[config.mk]
export PLATFORM = sky130hd
export DESIGN_NAME = decode_stage
export DESIGN_NICKNAME = d
export VERILOG_FILES = /design/src/rtl/decode_pkg.sv /design/src/rtl/decode_comb.sv /design/src/rtl/decode_stage.sv
export SDC_FILE = /design/constraint.sdc
export NUM_CORES = 1
export LEC_CHECK = 0
export BUFFER_PORTS_ARGS = -buffer_cell sky130_fd_sc_hd__clkbuf_2
export CORE_ASPECT_RATIO = 0.9
export CORE_MARGIN = 3
export CORE_UTILIZATION = 47
export CTS_BUF_LIST = sky130_fd_sc_hd__clkbuf_4 sky130_fd_sc_hd__clkbuf_8
export DETAILED_ROUTE_END_ITERATION = 10
export HOLD_SLACK_MARGIN = 0.05
export PLACE_DENSITY = 0.81
export REMOVE_ABC_BUFFERS = 1
export SYNTH_ARGS = -nofsm -noshare
export SYNTH_HDL_FRONTEND = slang
export SYNTH_SLANG_ARGS = --single-unit
[constraint.sdc]
create_clock -name clk -period 1.6 [get_ports clk]
set_input_delay 0.32 -clock clk [delete_from_list [all_inputs] [get_ports clk]]
set_output_delay 0.32 -clock clk [all_outputs]
set_load 0.03 [all_outputs]
[src/rtl/decode_pkg.sv]
// Shared encodings for the D-stage decoder: ALU commands, DP cmd field values,
// major opcodes, extend/register-select codes, the MUL sequencer states and
// the control bundle that travels from decode into the E register.
package decode_pkg;

    localparam int unsigned ALU_CMD_W = 3;
    localparam int unsigned SEQ_CNT_W = 4;

    // ALU commands (zero-extended to ALUC_W at the stage boundary)
    localparam logic [ALU_CMD_W-1:0] ALU_ADD = 3'b000;
    localparam logic [ALU_CMD_W-1:0] ALU_SUB = 3'b001;
    localparam logic [ALU_CMD_W-1:0] ALU_AND = 3'b010;
    localparam logic [ALU_CMD_W-1:0] ALU_ORR = 3'b011;
    localparam logic [ALU_CMD_W-1:0] ALU_EOR = 3'b100;
    localparam logic [ALU_CMD_W-1:0] ALU_MOV = 3'b101;

    // Data-processing cmd field, InstrD[24:21]
    localparam logic [3:0] CMD_AND = 4'b0000;
    localparam logic [3:0] CMD_EOR = 4'b0001;
    localparam logic [3:0] CMD_SUB = 4'b0010;
    localparam logic [3:0] CMD_ADD = 4'b0100;
    localparam logic [3:0] CMD_CMP = 4'b1010;
    localparam logic [3:0] CMD_ORR = 4'b1100;
    localparam logic [3:0] CMD_MOV = 4'b1101;

    // Major opcode, InstrD[27:26]
    localparam logic [1:0] OP_DP    = 2'b00;
    localparam logic [1:0] OP_MEM   = 2'b01;
    localparam logic [1:0] OP_BR    = 2'b10;
    localparam logic [1:0] OP_UNDEF = 2'b11;

    // Register-file read selects and extend-unit selects
    localparam logic [1:0] REGSRC_DP  = 2'b00;
    localparam logic [1:0] REGSRC_BR  = 2'b01;
    localparam logic [1:0] REGSRC_STR = 2'b10;
    localparam logic [1:0] IMMSRC_DP  = 2'b00;
    localparam logic [1:0] IMMSRC_MEM = 2'b01;
    localparam logic [1:0] IMMSRC_BR  = 2'b10;

    typedef enum logic [0:0] {
        SEQ_IDLE  = 1'b0,
        SEQ_MWAIT = 1'b1
    } seq_state_t;

    typedef struct packed {
        logic                 pcs;
        logic                 reg_w;
        logic                 mem_w;
        logic                 mem_to_reg;
        logic                 alu_src;
        logic                 branch;
        logic                 mul;
        logic [1:0]           flag_w;
        logic [ALU_CMD_W-1:0] alu_ctrl;
        logic [3:0]           cond;
        logic                 illegal;
    } ctrl_t;

endpackage

[src/rtl/decode_comb.sv]
// Combinational main + ALU decoder.
// Ports: instr (32-bit D-stage instruction) in; reg_src, imm_src (D-stage
// selects) and ctrl (execute-side control bundle incl. illegal flag) out.
module decode_comb
    import decode_pkg::*;
#(
    parameter bit MUL_EN = 1'b1
) (
    input  logic [31:0] instr,
    output logic [1:0]  reg_src,
    output logic [1:0]  imm_src,
    output ctrl_t       ctrl
);

    logic [1:0] op;
    logic [5:0] funct;
    logic [3:0] cmd;
    logic       is_mul;
    logic       unused_bits;

    assign op     = instr[27:26];
    assign funct  = instr[25:20];
    assign cmd    = funct[4:1];
    assign is_mul = (op == OP_DP) && (instr[25:22] == 4'b0000) && (instr[7:4] == 4'b1001);

    // Operand/shift fields are consumed by the datapath, not the decoder
    assign unused_bits = ^{instr[11:8], instr[3:0]};

    // Main decode, then PCS, then the illegal override
    always_comb begin
        logic [3:0] rd;
        logic       s_bit;

        reg_src   = REGSRC_DP;
        imm_src   = IMMSRC_DP;
        ctrl      = '0;
        ctrl.cond = instr[31:28];
        rd        = instr[15:12];
        s_bit     = funct[0];

        case (op)
            OP_DP: begin
                if (is_mul) begin
                    if (MUL_EN) begin
                        ctrl.reg_w  = 1'b1;
                        ctrl.mul    = 1'b1;
                        ctrl.flag_w = {s_bit, 1'b0};
                        rd          = instr[19:16];
                    end else begin
                        ctrl.illegal = 1'b1;
                    end
                end else begin
                    ctrl.alu_src = funct[5];
                    ctrl.reg_w   = 1'b1;
                    case (cmd)
                        CMD_ADD: ctrl.alu_ctrl = ALU_ADD;
                        CMD_SUB: ctrl.alu_ctrl = ALU_SUB;
                        CMD_AND: ctrl.alu_ctrl = ALU_AND;
                        CMD_ORR: ctrl.alu_ctrl = ALU_ORR;
                        CMD_EOR: ctrl.alu_ctrl = ALU_EOR;
                        CMD_MOV: ctrl.alu_ctrl = ALU_MOV;
                        CMD_CMP: begin
                            ctrl.alu_ctrl = ALU_SUB;
                            ctrl.reg_w    = 1'b0;
                            s_bit         = 1'b1;
                        end
                        default: ctrl.illegal = 1'b1;
                    endcase
                    ctrl.flag_w = {s_bit,
                                   s_bit & ((cmd == CMD_ADD) | (cmd == CMD_SUB) | (cmd == CMD_CMP))};
                end
            end
            OP_MEM: begin
                imm_src       = IMMSRC_MEM;
                ctrl.alu_src  = 1'b1;
                ctrl.alu_ctrl = ALU_ADD;
                if (funct[0]) begin
                    ctrl.mem_to_reg = 1'b1;
                    ctrl.reg_w      = 1'b1;
                end else begin
                    reg_src    = REGSRC_STR;
                    ctrl.mem_w = 1'b1;
                end
            end
            OP_BR: begin
                reg_src       = REGSRC_BR;
                imm_src       = IMMSRC_BR;
                ctrl.alu_src  = 1'b1;
                ctrl.branch   = 1'b1;
                ctrl.alu_ctrl = ALU_ADD;
            end
            default: ctrl.illegal = 1'b1;
        endcase

        ctrl.pcs = ((rd == 4'hF) & ctrl.reg_w) | ctrl.branch;

        // An undefined encoding carries only its condition and the flag
        if (ctrl.illegal) begin
            ctrl         = '0;
            ctrl.illegal = 1'b1;
            ctrl.cond    = instr[31:28];
        end
    end

endmodule

[src/rtl/decode_stage.sv]
// Pipelined decode stage: combinational D-stage selects, the D/E control
// register with flush/hold/busy qualification, and the multi-cycle MUL
// sequencer that stalls F/D while a MUL occupies execute.
// Ports: clk, reset (async, active-high); InstrD/ValidD in; HoldE/FlushE in;
// RegSrcD/ImmSrcD comb out; BusyD stall out; registered E-side controls out.
module decode_stage
    import decode_pkg::*;
#(
    parameter int unsigned ALUC_W  = 3,
    parameter bit          MUL_EN  = 1'b1,
    parameter int unsigned MUL_LAT = 3
) (
    input  logic              clk,
    input  logic              reset,
    input  logic [31:0]       InstrD,
    input  logic              ValidD,
    input  logic              HoldE,
    input  logic              FlushE,
    output logic [1:0]        RegSrcD,
    output logic [1:0]        ImmSrcD,
    output logic              BusyD,
    output logic              ValidE,
    output logic              PCSE,
    output logic              RegWE,
    output logic              MemWE,
    output logic              MemtoRegE,
    output logic              ALUSrcE,
    output logic              BranchE,
    output logic              MulE,
    output logic [1:0]        FlagWE,
    output logic [ALUC_W-1:0] ALUControlE,
    output logic [3:0]        CondE,
    output logic              IllegalE
);

    localparam logic [SEQ_CNT_W-1:0] MUL_WAIT = SEQ_CNT_W'(MUL_LAT - 1);

    ctrl_t                dec_ctrl;
    ctrl_t                e_q;
    ctrl_t                e_d;
    logic                 valid_q;
    logic                 valid_d;
    seq_state_t           state_q;
    seq_state_t           state_d;
    logic [SEQ_CNT_W-1:0] cnt_q;
    logic [SEQ_CNT_W-1:0] cnt_d;
    logic                 busy_q;
    logic                 mul_issue;

    decode_comb #(
        .MUL_EN (MUL_EN)
    ) u_decode_comb (
        .instr   (InstrD),
        .reg_src (RegSrcD),
        .imm_src (ImmSrcD),
        .ctrl    (dec_ctrl)
    );

    // A MUL is issued only when it actually lands in the E register
    assign mul_issue = ~FlushE & ~HoldE & ~busy_q & ValidD & dec_ctrl.mul;

    // E register next value: flush > hold > busy bubble > load
    always_comb begin
        e_d     = e_q;
        valid_d = valid_q;
        if (FlushE) begin
            e_d     = '0;
            valid_d = 1'b0;
        end else if (HoldE) begin
            e_d     = e_q;
            valid_d = valid_q;
        end else if (busy_q) begin
            e_d     = '0;
            valid_d = 1'b0;
        end else begin
            e_d     = ValidD ? dec_ctrl : '0;
            valid_d = ValidD;
        end
    end

    // MUL sequencer next state; cnt counts remaining busy cycles
    always_comb begin
        state_d = state_q;
        cnt_d   = cnt_q;
        case (state_q)
            SEQ_IDLE: begin
                if (mul_issue && (MUL_LAT > 1)) begin
                    state_d = SEQ_MWAIT;
                    cnt_d   = MUL_WAIT;
                end
            end
            SEQ_MWAIT: begin
                if (FlushE) begin
                    state_d = SEQ_IDLE;
                    cnt_d   = '0;
                end else if (!HoldE) begin
                    if (cnt_q == SEQ_CNT_W'(1)) begin
                        state_d = SEQ_IDLE;
                        cnt_d   = '0;
                    end else begin
                        cnt_d = cnt_q - SEQ_CNT_W'(1);
                    end
                end
            end
            default: begin
                state_d = SEQ_IDLE;
                cnt_d   = '0;
            end
        endcase
    end

    always_ff @(posedge clk or posedge reset) begin
        if (reset) begin
            e_q     <= '0;
            valid_q <= 1'b0;
            state_q <= SEQ_IDLE;
            cnt_q   <= '0;
            busy_q  <= 1'b0;
        end else begin
            e_q     <= e_d;
            valid_q <= valid_d;
            state_q <= state_d;
            cnt_q   <= cnt_d;
            busy_q  <= (state_d == SEQ_MWAIT);
        end
    end

    assign BusyD       = busy_q;
    assign ValidE      = valid_q;
    assign PCSE        = e_q.pcs;
    assign RegWE       = e_q.reg_w;
    assign MemWE       = e_q.mem_w;
    assign MemtoRegE   = e_q.mem_to_reg;
    assign ALUSrcE     = e_q.alu_src;
    assign BranchE     = e_q.branch;
    assign MulE        = e_q.mul;
    assign FlagWE      = e_q.flag_w;
    assign ALUControlE = ALUC_W'(e_q.alu_ctrl);
    assign CondE       = e_q.cond;
    assign IllegalE    = e_q.illegal;

endmodule
# Yosys cells after proc, flatten, opt, wreduce, memory -nomap -nowiden
# Cells that the tools add are included.
totals:
  register_bits: 23
  in_bits: 37
  wordCells: 94
classes:
  n_addsub: 1
  eq_ne: 14
  mux: 44
  n_bitwise: 12
  reduce_logical: 9
op_table:
  columns: ["operator", "count"]
  rows:
  - ["$mux 17", 5]
  - ["$mux 4", 6]
  - ["$eq 4x4->1 const B", 5]
  - ["$mux 1", 19]
  - ["$pmux 3 s5", 1]
  - ["$mux 3", 3]
  - ["$eq 4x1->1 const B", 2]
  - ["$logic_not 4->1", 2]
  - ["$pmux 1 s2", 4]
  - ["$pmux 2 s2", 2]
  - ["$pmux 4 s2", 1]
  - ["$reduce_or 7->1", 1]
  - ["$and 1x1->1", 6]
  - ["$mux 2", 3]
  - ["$eq 4x2->1 const B", 1]
  - ["$eq 4x3->1 const B", 1]
  - ["$reduce_or 2->1", 2]
  - ["$sub 4x1->4 const B", 1]
  - ["$ne 3x3->1 const B", 1]
  - ["$not 1->1", 3]
  - ["$or 1x1->1", 3]
  - ["$eq 2x1->1 const B", 1]
  - ["$eq 2x2->1 const B", 1]
  - ["$logic_and 1x1->1", 2]
  - ["4 further kinds", 4]

# Logic depth before layout (Yosys ltp)
# Gate-level depths: netlist (run 1).
logic_depth:
  ltp_word: 13
  mapped_depth: 6

# Cells and area by module
# A second synthesis (run 1) with hierarchy kept.
hier_totals:
  hier_cells: 132
  area_unflattened_um2: 1400.1
by_module_without_submodules:
  columns: ["mod", "n_inst", "cells_per_inst", "area_each_um2", "seq_area_each_um2"]
  rows:
  - ["decode_stage", 1, 71, 963.4, 575.6]
  - ["decode_comb", 1, 61, 436.7, 0.0]

# Worst setup path before layout (run 1)
# Ideal clock, no wire load.
synth_timing:
  path_kind: "input-to-reg"
  from: "input InstrD[26]"
  to: "register e_q (netlist bit ALUControlE[1])"
  arrival_ns: 1.555
  required_ns: 1.534
  slack_ns: -0.021
  stages: 6
  n_path_buf: 0
  cell_sequence: "inv_1 ha_1 and4b_1 a211o_1 a211oi_1 a22o_1"
synth_via:
  elab_chain_len: 10
synth_lines:
  columns: ["element", "line_no", "source"]
  rows:
  - ["start, declared", "decode_stage.sv:15", "input logic [31:0] InstrD,"]
  - ["$logic_not 2->1", "decode_comb.sv:24, decode_comb.sv:41", null]
  - ["$logic_and 1x1->1 (2 in a row)", "decode_comb.sv:24", "assign is_mul = (op == OP_DP) && (instr[25:22] == 4'b0000) && (instr[7:4] == 4'b1001);"]
  - ["$mux 1 or $mux 3 (tied branches)", "decode_comb.sv:43", "if (is_mul) begin"]
  - ["$pmux 1 s2 or $mux 3 (tied branches)", "decode_comb.sv:41", "case (op)"]
  - ["$mux 17 *", "decode_comb.sv:98", "if (ctrl.illegal) begin"]
  - ["$mux 17 *", "decode_stage.sv:76", "e_d = ValidD ? dec_ctrl : '0;"]
  - ["$mux 17 *", "decode_stage.sv:72", "end else if (busy_q) begin"]
  - ["$mux 17 *", "decode_stage.sv:69", "end else if (HoldE) begin"]
  - ["$mux 17 *", "decode_stage.sv:66", "if (FlushE) begin"]
  - ["end signal, assigned", "decode_stage.sv:114", "e_q <= '0;"]
  - ["end signal, assigned", "decode_stage.sv:120", "e_q <= e_d;"]
  - ["end, declared", "decode_stage.sv:39", "ctrl_t e_q;"]
# Mark *: on every way between the ends. The rest lies on a longest branch, timed or not. The select of a mux whose other input is x is not followed.
# A chain may end at the register's enable or synchronous reset.

# Worst setup path after layout (run 1)
layout_timing:
  from: "register busy_q (netlist: BusyD)"
  to: "register e_q (netlist bit ALUControlE[2])"
layout_via:
  elab_chain_len: 3
layout_lines:
  columns: ["element", "line_no", "source"]
  rows:
  - ["start, declared", "decode_stage.sv:47", "logic busy_q;"]
  - ["start signal, assigned", "decode_stage.sv:124", "busy_q <= (state_d == SEQ_MWAIT);"]
  - ["$mux 17", "decode_stage.sv:72", null]
  - ["$mux 17", "decode_stage.sv:69", null]
  - ["$mux 17", "decode_stage.sv:66", null]
# Every way passes these cells. The select of a mux whose other input is x is not followed.

==> key figures, run 1 <==
Run status
  • Status: complete, no violations

Floorplanning
  • Row cnt: 17
  • Core ar.: 2489 um2
  • Die ar.: 3315 um2
  • Die H: 54.93 um
  • Die X: 60.36 um
  • Io pins: 60
  • Initial Util: 0.5023

Final layout
  • Share of cells above drive strength 1: 0.4392
  • Area growth, synth to finish: 36.14%
  • ANT cells: 0
  • Final nets: 235
  • Post-layout util: 0.6838

Synth
  • Post-synthesis mux area share: 0.008008
  • Largest family of logic cells by synthesized area: compound AO/OA/AOI/OAI gates
  • Synth Area in Compound Gates: 0.2222
  • Synth top area share: 0.4605
  • XOR/XNOR share of the synthesized area: 0
  • Post-synthesis adder-cell area fraction: 0.08008
  • Synth top area cells: dfrtp_1 46%, ha_1 8.0%, a22o_1 6.3%
  • Cell variety after synth: 36
  • Seq/Total Area, Yosys: 0.4605
  • Avg Cell Area, Syn: 10.50 um2
  • Yosys warns: 0
  • Post-Synth Simple-Gate Area: 0.1792
  • Synth area leader: dfrtp_1
  • Netlist Area Pre-Place: 1250 um2
  • Yosys reg bits: 23
  • Mapped Cells: 119

Worst setup path
  • Critical path startpoint category: register
  • Critical Path Sink Type: register
  • Worst path bufs/invs: 1
  • Critical path peak fanout: 6
  • Critical Path Source: BusyD
  • CP arrival: 1.75 ns
  • Critical-path cell list: nor4b_4 -> buf_4 -> nand2_1 -> a211oi_2 -> a22o_1
  • CP peak stage delay: 0.43 ns
  • Crit Path Category: register to register
  • Reg2reg start: BusyD
  • Critical path's top delay family: flip-flops
  • CP max-delay cell: dfrtp_1
  • Critical Path RT: 1.85 ns

Clock network
  • CTS tree: yes
  • Post-CTS setup buffer count: 0
  • Clock Latency Late Sink: 0.30 ns
  • Longest Clk Path Bufs: 2
  • Clock-pin slew on the worst setup and hold paths: 0.13 ns
  • Cts bufs inserted: 3
  • H-tree depth: 1
  • Clk sinks: 23
  • CTS root buf: clkbuf_4

STA
  • Fin crit share: 0.9404
  • Hold Fails Final Rpt: 0
  • Fmax: 664.6 MHz
  • Worst Setup Slack, final: 0.09531 ns
  • Slew headroom: 0.7776
  • Period minus WS final: 1.505 ns
  • RSZ-0062 raised after global routing: no
  • Setup violators final: 0
  • Final max-slew violation count: 0
  • Total Negative Setup Slacks: 0 ns
  • Setup Skew: 0.006159 ns
  • Slew @ Worst Pin: 0.3330 ns

Placement
  • HPWL Detailed: 2543 um
  • Dpl ws: -0.1676 ns
  • Gpl congestion: 0.8871
  • IO buf count: 51

Routing
  • Drt total wl: 3142 um
  • Drt initial violations: 38
  • Residual DRC: 0
  • TritonRoute pass-1 iters: 4
  • Total number of vias: 1172
  • Routed Antenna Nets: 0
  • Routed vias/inst: 5.401
  • Per-cell routed wire length: 14.48 um

GRT
  • Pin count of the biggest net entering global routing: 24
  • Global-route wire length before repair: 4974 um
  • GR Overflow Total: 0
  • Vias in the first global route: 1164
  • Total track usage: 0.2001
  • Antenna violations before repair: 0

Pwr
  • Total Power: 0.001082 W
  • Leak Pwr: 0.9269 nW
  • Pwr per Cell Area: 635.7 nW/um2
  • Worst vdd ir: 0.4203 mV

Worst hold path
  • Hold Crit Class: input pin to register
  • Worst Min Path Start: InstrD[28]

Job
  • Max_cap viols: 0
==> power by group <==
| part | internal [W] | total [W] | leakage [nW] | switching [W] |
|---|---|---|---|---|
| combinational | 0.0000949 | 0.000219 | 0.596 | 0.000124 |
| sequential | 0.000592 | 0.000598 | 0.313 | 0.00000608 |
| clock | 0.0000931 | 0.000265 | 0.0177 | 0.000172 |
==> flip-flops by register name (all words and copies together), names as in the netlist <==
register and count:
MemtoRegE 1, RegWE 1, BranchE 1, ALUControlE 3
MemWE 1, BusyD 1, FlagWE 2, MulE 1
IllegalE 1, cnt_q 4, ALUSrcE 1, PCSE 1
ValidE 1, CondE 4
==> synth_stat cells <==
master,instances
dfrtp_1,23
a22o_1,9
nand2_1,9
ha_1,8
inv_1,8
o21ai_0,7
nor2_1,5
nor2b_1,5
nand4_1,4
nor3_1,4
a22o_2,3
nand2b_1,3
nand3_1,3
a21o_1,2
a21oi_1,2
buf_2,2
o22ai_1,2
o2bb2ai_1,2
a211o_1,1
a211oi_1,1
a31o_1,1
a32o_1,1
a32o_2,1
a41oi_2,1
and4_1,1
and4b_1,1
buf_4,1
buf_6,1
clkbuf_1,1
mux2i_1,1
nand3b_1,1
nor2b_2,1
nor4b_2,1
o21bai_1,1
o32ai_1,1
or3b_4,1
==> repair_timing <==
item,in CTS,in global routing
hold buffers,1,0
endpoints found under the hold margin,23,0
setup endpoints to repair,2,2
gates resized for setup,1,1
pin swaps,0,0
==> area by class of cell <==
type	instances	area (um2)
clock inverters	1	5.005
repair buffers	71	407.9
inverters	8	30.03
fillers	202	787.0
clock buffers	3	22.52
flip-flops and latches	23	575.6
multi-input cells	83	625.6
well taps	28	35.03
==> cells by family after synthesis <==
family          Yosys count
buf+inv                  13
flops                    23
fa+ha+maj                 8
compound gates           35
simple gates             39
mux                       1
==> worst register-to-register path, delay by kind of cell (launching register included) <==
kind | cells | cell delay (ns)
flops | 1 | 0.43
simple gates | 2 | 0.42
compound gates | 2 | 0.40
buf+inv | 1 | 0.21
==> routing by layer <==
| metal | part of all wire | track usage | up-vias |
|---|---|---|---|
| met5 | 0 | 0 | - |
| met4 | 0.0092 | 0.07011 | 0 |
| met3 | 0.044 | 0.03248 | 4 |
| met2 | 0.52 | 0.3453 | 30 |
| met1 | 0.42 | 0.2547 | 562 |
| li1 | - | - | 576 |
==> worst paths after layout <==
kind	endpoint	slack, ns	depth (start not counted)
max reg2reg	ALUControlE[2]	0.1	5
min in group asynchronous	CondE[0]	0.57	4
max in group asynchronous	ALUControlE[0]	0.79	4
min reg2reg	MulE	0.50	2
min	CondE[0]	0.22	2
max	ALUControlE[2]	0.1	5
==> placed cells by master, fill, tap and decap left out <==
cell / count
mux2i_1: 1
a21oi_1: 2
or3b_4: 1
a32o_1: 1
a211oi_2: 1
nand4_1: 4
o32ai_1: 1
nor2b_1: 5
a41oi_2: 1
clkbuf_4: 3
nor2_1: 5
and4_1: 1
nor4b_4: 1
o2bb2ai_1: 2
o21bai_1: 1
nand2b_1: 3
clkbuf_2: 51
buf_4: 19
nand2_1: 9
nand3_1: 3
nor3_1: 4
inv_1: 8
a32o_2: 1
nor2b_2: 1
a21o_1: 2
dfrtp_1: 23
ha_1: 8
and4b_1: 1
o21ai_0: 7
clkinv_2: 1
a22o_2: 3
a211o_1: 1
a31o_1: 1
dlygate4sd3_1: 1
o22ai_1: 2
a22o_1: 9
nand3b_1: 1
==> per-stage QoR <==
| stage | instance area, um2 | hold slack [ns] | instances |
|---|---|---|---|
| after global placement | 1650 | 0.3557 | 212 |
| final | 1702 | 0.2241 | 217 |
| after CTS | 1697 | 0.2154 | 217 |
| after floorplan | 1217 | 0.3219 | 114 |
| after detailed placement | 1650 | 0.3582 | 212 |
| after global routing | 1702 | 0.2123 | 217 |
Note: power is estimated with default switching activity, not from simulation.
==> run 2, diff against run 1 <==
--- a/config.mk
+++ b/config.mk
@@ -5,14 +5,15 @@
 export SDC_FILE = /design/constraint.sdc
 export NUM_CORES = 1
 export LEC_CHECK = 0
+export ABC_AREA = 1
 export BUFFER_PORTS_ARGS = -buffer_cell sky130_fd_sc_hd__clkbuf_2
 export CORE_ASPECT_RATIO = 0.9
 export CORE_MARGIN = 3
-export CORE_UTILIZATION = 47
+export CORE_UTILIZATION = 48
 export CTS_BUF_LIST = sky130_fd_sc_hd__clkbuf_4 sky130_fd_sc_hd__clkbuf_8
 export DETAILED_ROUTE_END_ITERATION = 10
 export HOLD_SLACK_MARGIN = 0.05
-export PLACE_DENSITY = 0.81
+export PLACE_DENSITY = 0.82
 export REMOVE_ABC_BUFFERS = 1
 export SYNTH_ARGS = -nofsm -noshare
 export SYNTH_HDL_FRONTEND = slang
==> key figures, run 2 <==
Worst setup path
  • Critical Path Sink Type: register
  • CP max-delay cell: dfrtp_1
  • Critical-path cell list: inv_1 -> ha_1 -> nand2_1 -> o211ai_1 -> nor2_1 -> nand2_1 -> o21ai_0
  • CP peak stage delay: 0.40 ns
  • Critical Path RT: 1.81 ns
  • Critical path peak fanout: 4
  • CP arrival: 1.59 ns
  • Critical path's top delay family: compound AO/OA/AOI/OAI gates
  • Worst path bufs/invs: 1
  • Most used cell, CP: nand2_1
  • Critical path startpoint category: register
  • Crit Path Category: register to register

Clock network
  • Clk sinks: 23
  • Post-CTS setup buffer count: 0
  • Post-CTS Hold Buffers: 1
  • Clock-pin slew on the worst setup and hold paths: 0.12 ns
  • CTS root buf: clkbuf_4
  • Cts bufs inserted: 3
  • Clock Latency Late Sink: 0.31 ns
  • CTS tree: yes
  • Post-CTS Resized: 0
  • H-tree depth: 1
  • Longest Clk Path Bufs: 2

Floorplanning
  • Die X: 61.33 um
  • Die H: 55.80 um
  • Row cnt: 17
  • Die ar.: 3422 um2
  • Initial Util: 0.5225
  • Core ar.: 2531 um2
  • Io pins: 60

Pwr
  • Pwr per Cell Area: 641.8 nW/um2
  • Total Power: 0.001075 W
  • Sequential Power Share: 0.561
  • Internal: 0.0007668 W
  • Power share of the combinational group: 0.194
  • Clock power share: 0.245
  • Worst vdd ir: 0.2682 mV
  • Leak Pwr: 1.006 nW
  • Sw frac: 0.2869
  • Psw: 0.0003085 W

STA
  • Total Negative Setup Slacks: 0 ns
  • Fin crit share: 0.8665
  • Setup Skew: 0.005758 ns
  • Period minus WS final: 1.386 ns
  • Hold Fails Final Rpt: 0
  • RSZ-0062 raised after global routing: no
  • Slew @ Worst Pin: 0.4207 ns
  • Slew headroom: 0.7183
  • Setup violators final: 0
  • Fmax: 721.3 MHz
  • Final max-slew violation count: 0

Synth
  • Post-synth EDFFs: 0
  • Mapped Cells: 168
  • Synth top area cells: dfrtp_1 44%, nand2_1 16%, ha_1 7.6%
  • Synth Flop Type: dfrtp_1
  • FFs w/ async S/R, synth: 1.000
  • Avg Cell Area, Syn: 7.872 um2
  • Commonest cells post-synth: 57 x nand2_1, 23 x dfrtp_1, 18 x inv_1, 14 x nor2_1, 9 x o21ai_0
  • Synth area leader: dfrtp_1
  • Netlist Area Pre-Place: 1323 um2
  • Yosys warns: 0
  • Most frequent cell after synthesis: nand2_1
  • Seq/Total Area, Yosys: 0.4352
  • Cell variety after synth: 28
  • Yosys reg bits: 23
  • Synth top area share: 0.4352

GRT
  • Met3 Use GR: 0.02320
  • Total track usage: 0.1797
  • GR Overflow Total: 0
  • Vias in the first global route: 1171
  • Antenna violations before repair: 0
  • Global-route wire length before repair: 4774 um
  • GRT busiest layer: met2
  • Pin count of the biggest net entering global routing: 24
  • M1 GR Usage: 0.2303
  • Met2 GRT Util: 0.2946

Routing
  • TritonRoute pass-1 iters: 4
  • Routed vias/inst: 4.973
  • Per-cell routed wire length: 11.22 um
  • Residual DRC: 0
  • Routed Antenna Nets: 0
  • Total number of vias: 1268
  • Drt total wl: 2862 um
  • Drt initial violations: 49

Job
  • Max_cap viols: 0

Final layout
  • Final nets: 273
  • Most frequent cells in the layout: 57 x nand2_1, 51 x clkbuf_2, 23 x dfrtp_1, 18 x inv_1, 14 x nor2_1
  • Share of cells above drive strength 1: 0.3216
  • Area growth, synth to finish: 26.68%
  • Most common cell after layout, fill and taps aside: nand2_1
  • ANT cells: 0

Run status
  • Status: complete, no violations

Placement
  • HPWL Detailed: 2355 um
  • IO buf count: 51
  • Gpl congestion: 0.8266

Worst hold path
  • Hold Crit Class: input pin to register
run 2: worst paths after layout:
check / start / endpoint / slack, ns / depth (start not counted)
min reg2reg: ValidE / ValidE / 0.49 / 2
max reg2reg: cnt_q[1] / cnt_q[0] / 0.21 / 7
max: cnt_q[1] / cnt_q[0] / 0.21 / 7
min in group asynchronous: reset / CondE[0] / 0.55 / 4
max in group asynchronous: reset / cnt_q[2] / 0.82 / 4
min: InstrD[28] / CondE[0] / 0.21 / 2
run 2: area by class of cell:
class | count | area, um2
fill | 229 | 855.8
multi-input combinational | 121 | 648.1
sequential | 23 | 575.6
timing repair buffer | 58 | 310.3
inverter | 21 | 78.83
tap | 28 | 35.03
clock buffer | 3 | 22.52
clock inverter | 1 | 5.005
run 2: routing by layer:
metal | up-vias | share of wire
met2 | 40 | 0.45
met5 | - | 0
li1 | 647 | -
met4 | 0 | 0.023
met3 | 9 | 0.058
met1 | 572 | 0.46
run 2: kinds of logic after synthesis:
family / Yosys count / share of synthesized area
simple gates: 91 / 0.3018
compound gates: 20 / 0.09934
fa+ha+maj: 8 / 0.07569
buf+inv: 24 / 0.07473
xor+xnor: 2 / 0.01325
flops: 23 / 0.4352
run 2: metrics by stage:
stage | hold slack (ns) | cell area (um2) | util | cells | worst slack, ns
final | 0.2105 | 1675 | 0.6619 | 255 | 0.2137
after global routing | 0.2059 | 1675 | 0.6619 | 255 | 0.06540
after CTS | 0.2110 | 1675 | 0.6619 | 255 | 0.1999
after detailed placement | 0.3529 | 1638 | 0.6471 | 250 | 0.04850
after global placement | 0.3539 | 1638 | 0.6471 | 250 | 0.08318
after floorplan | 0.3219 | 1303 | - | 165 | 0.1878
run 2: power groups by stage:
stage	clock [W]	sequential (W)	combinational, W
floorplan	0	0.000634	0.0000998
detailed placement	0	0.000615	0.000207
global route	0.000285	0.000605	0.000236
CTS	0.000269	0.000603	0.000210
global placement	0	0.000614	0.000204
finish	0.000264	0.000603	0.000208
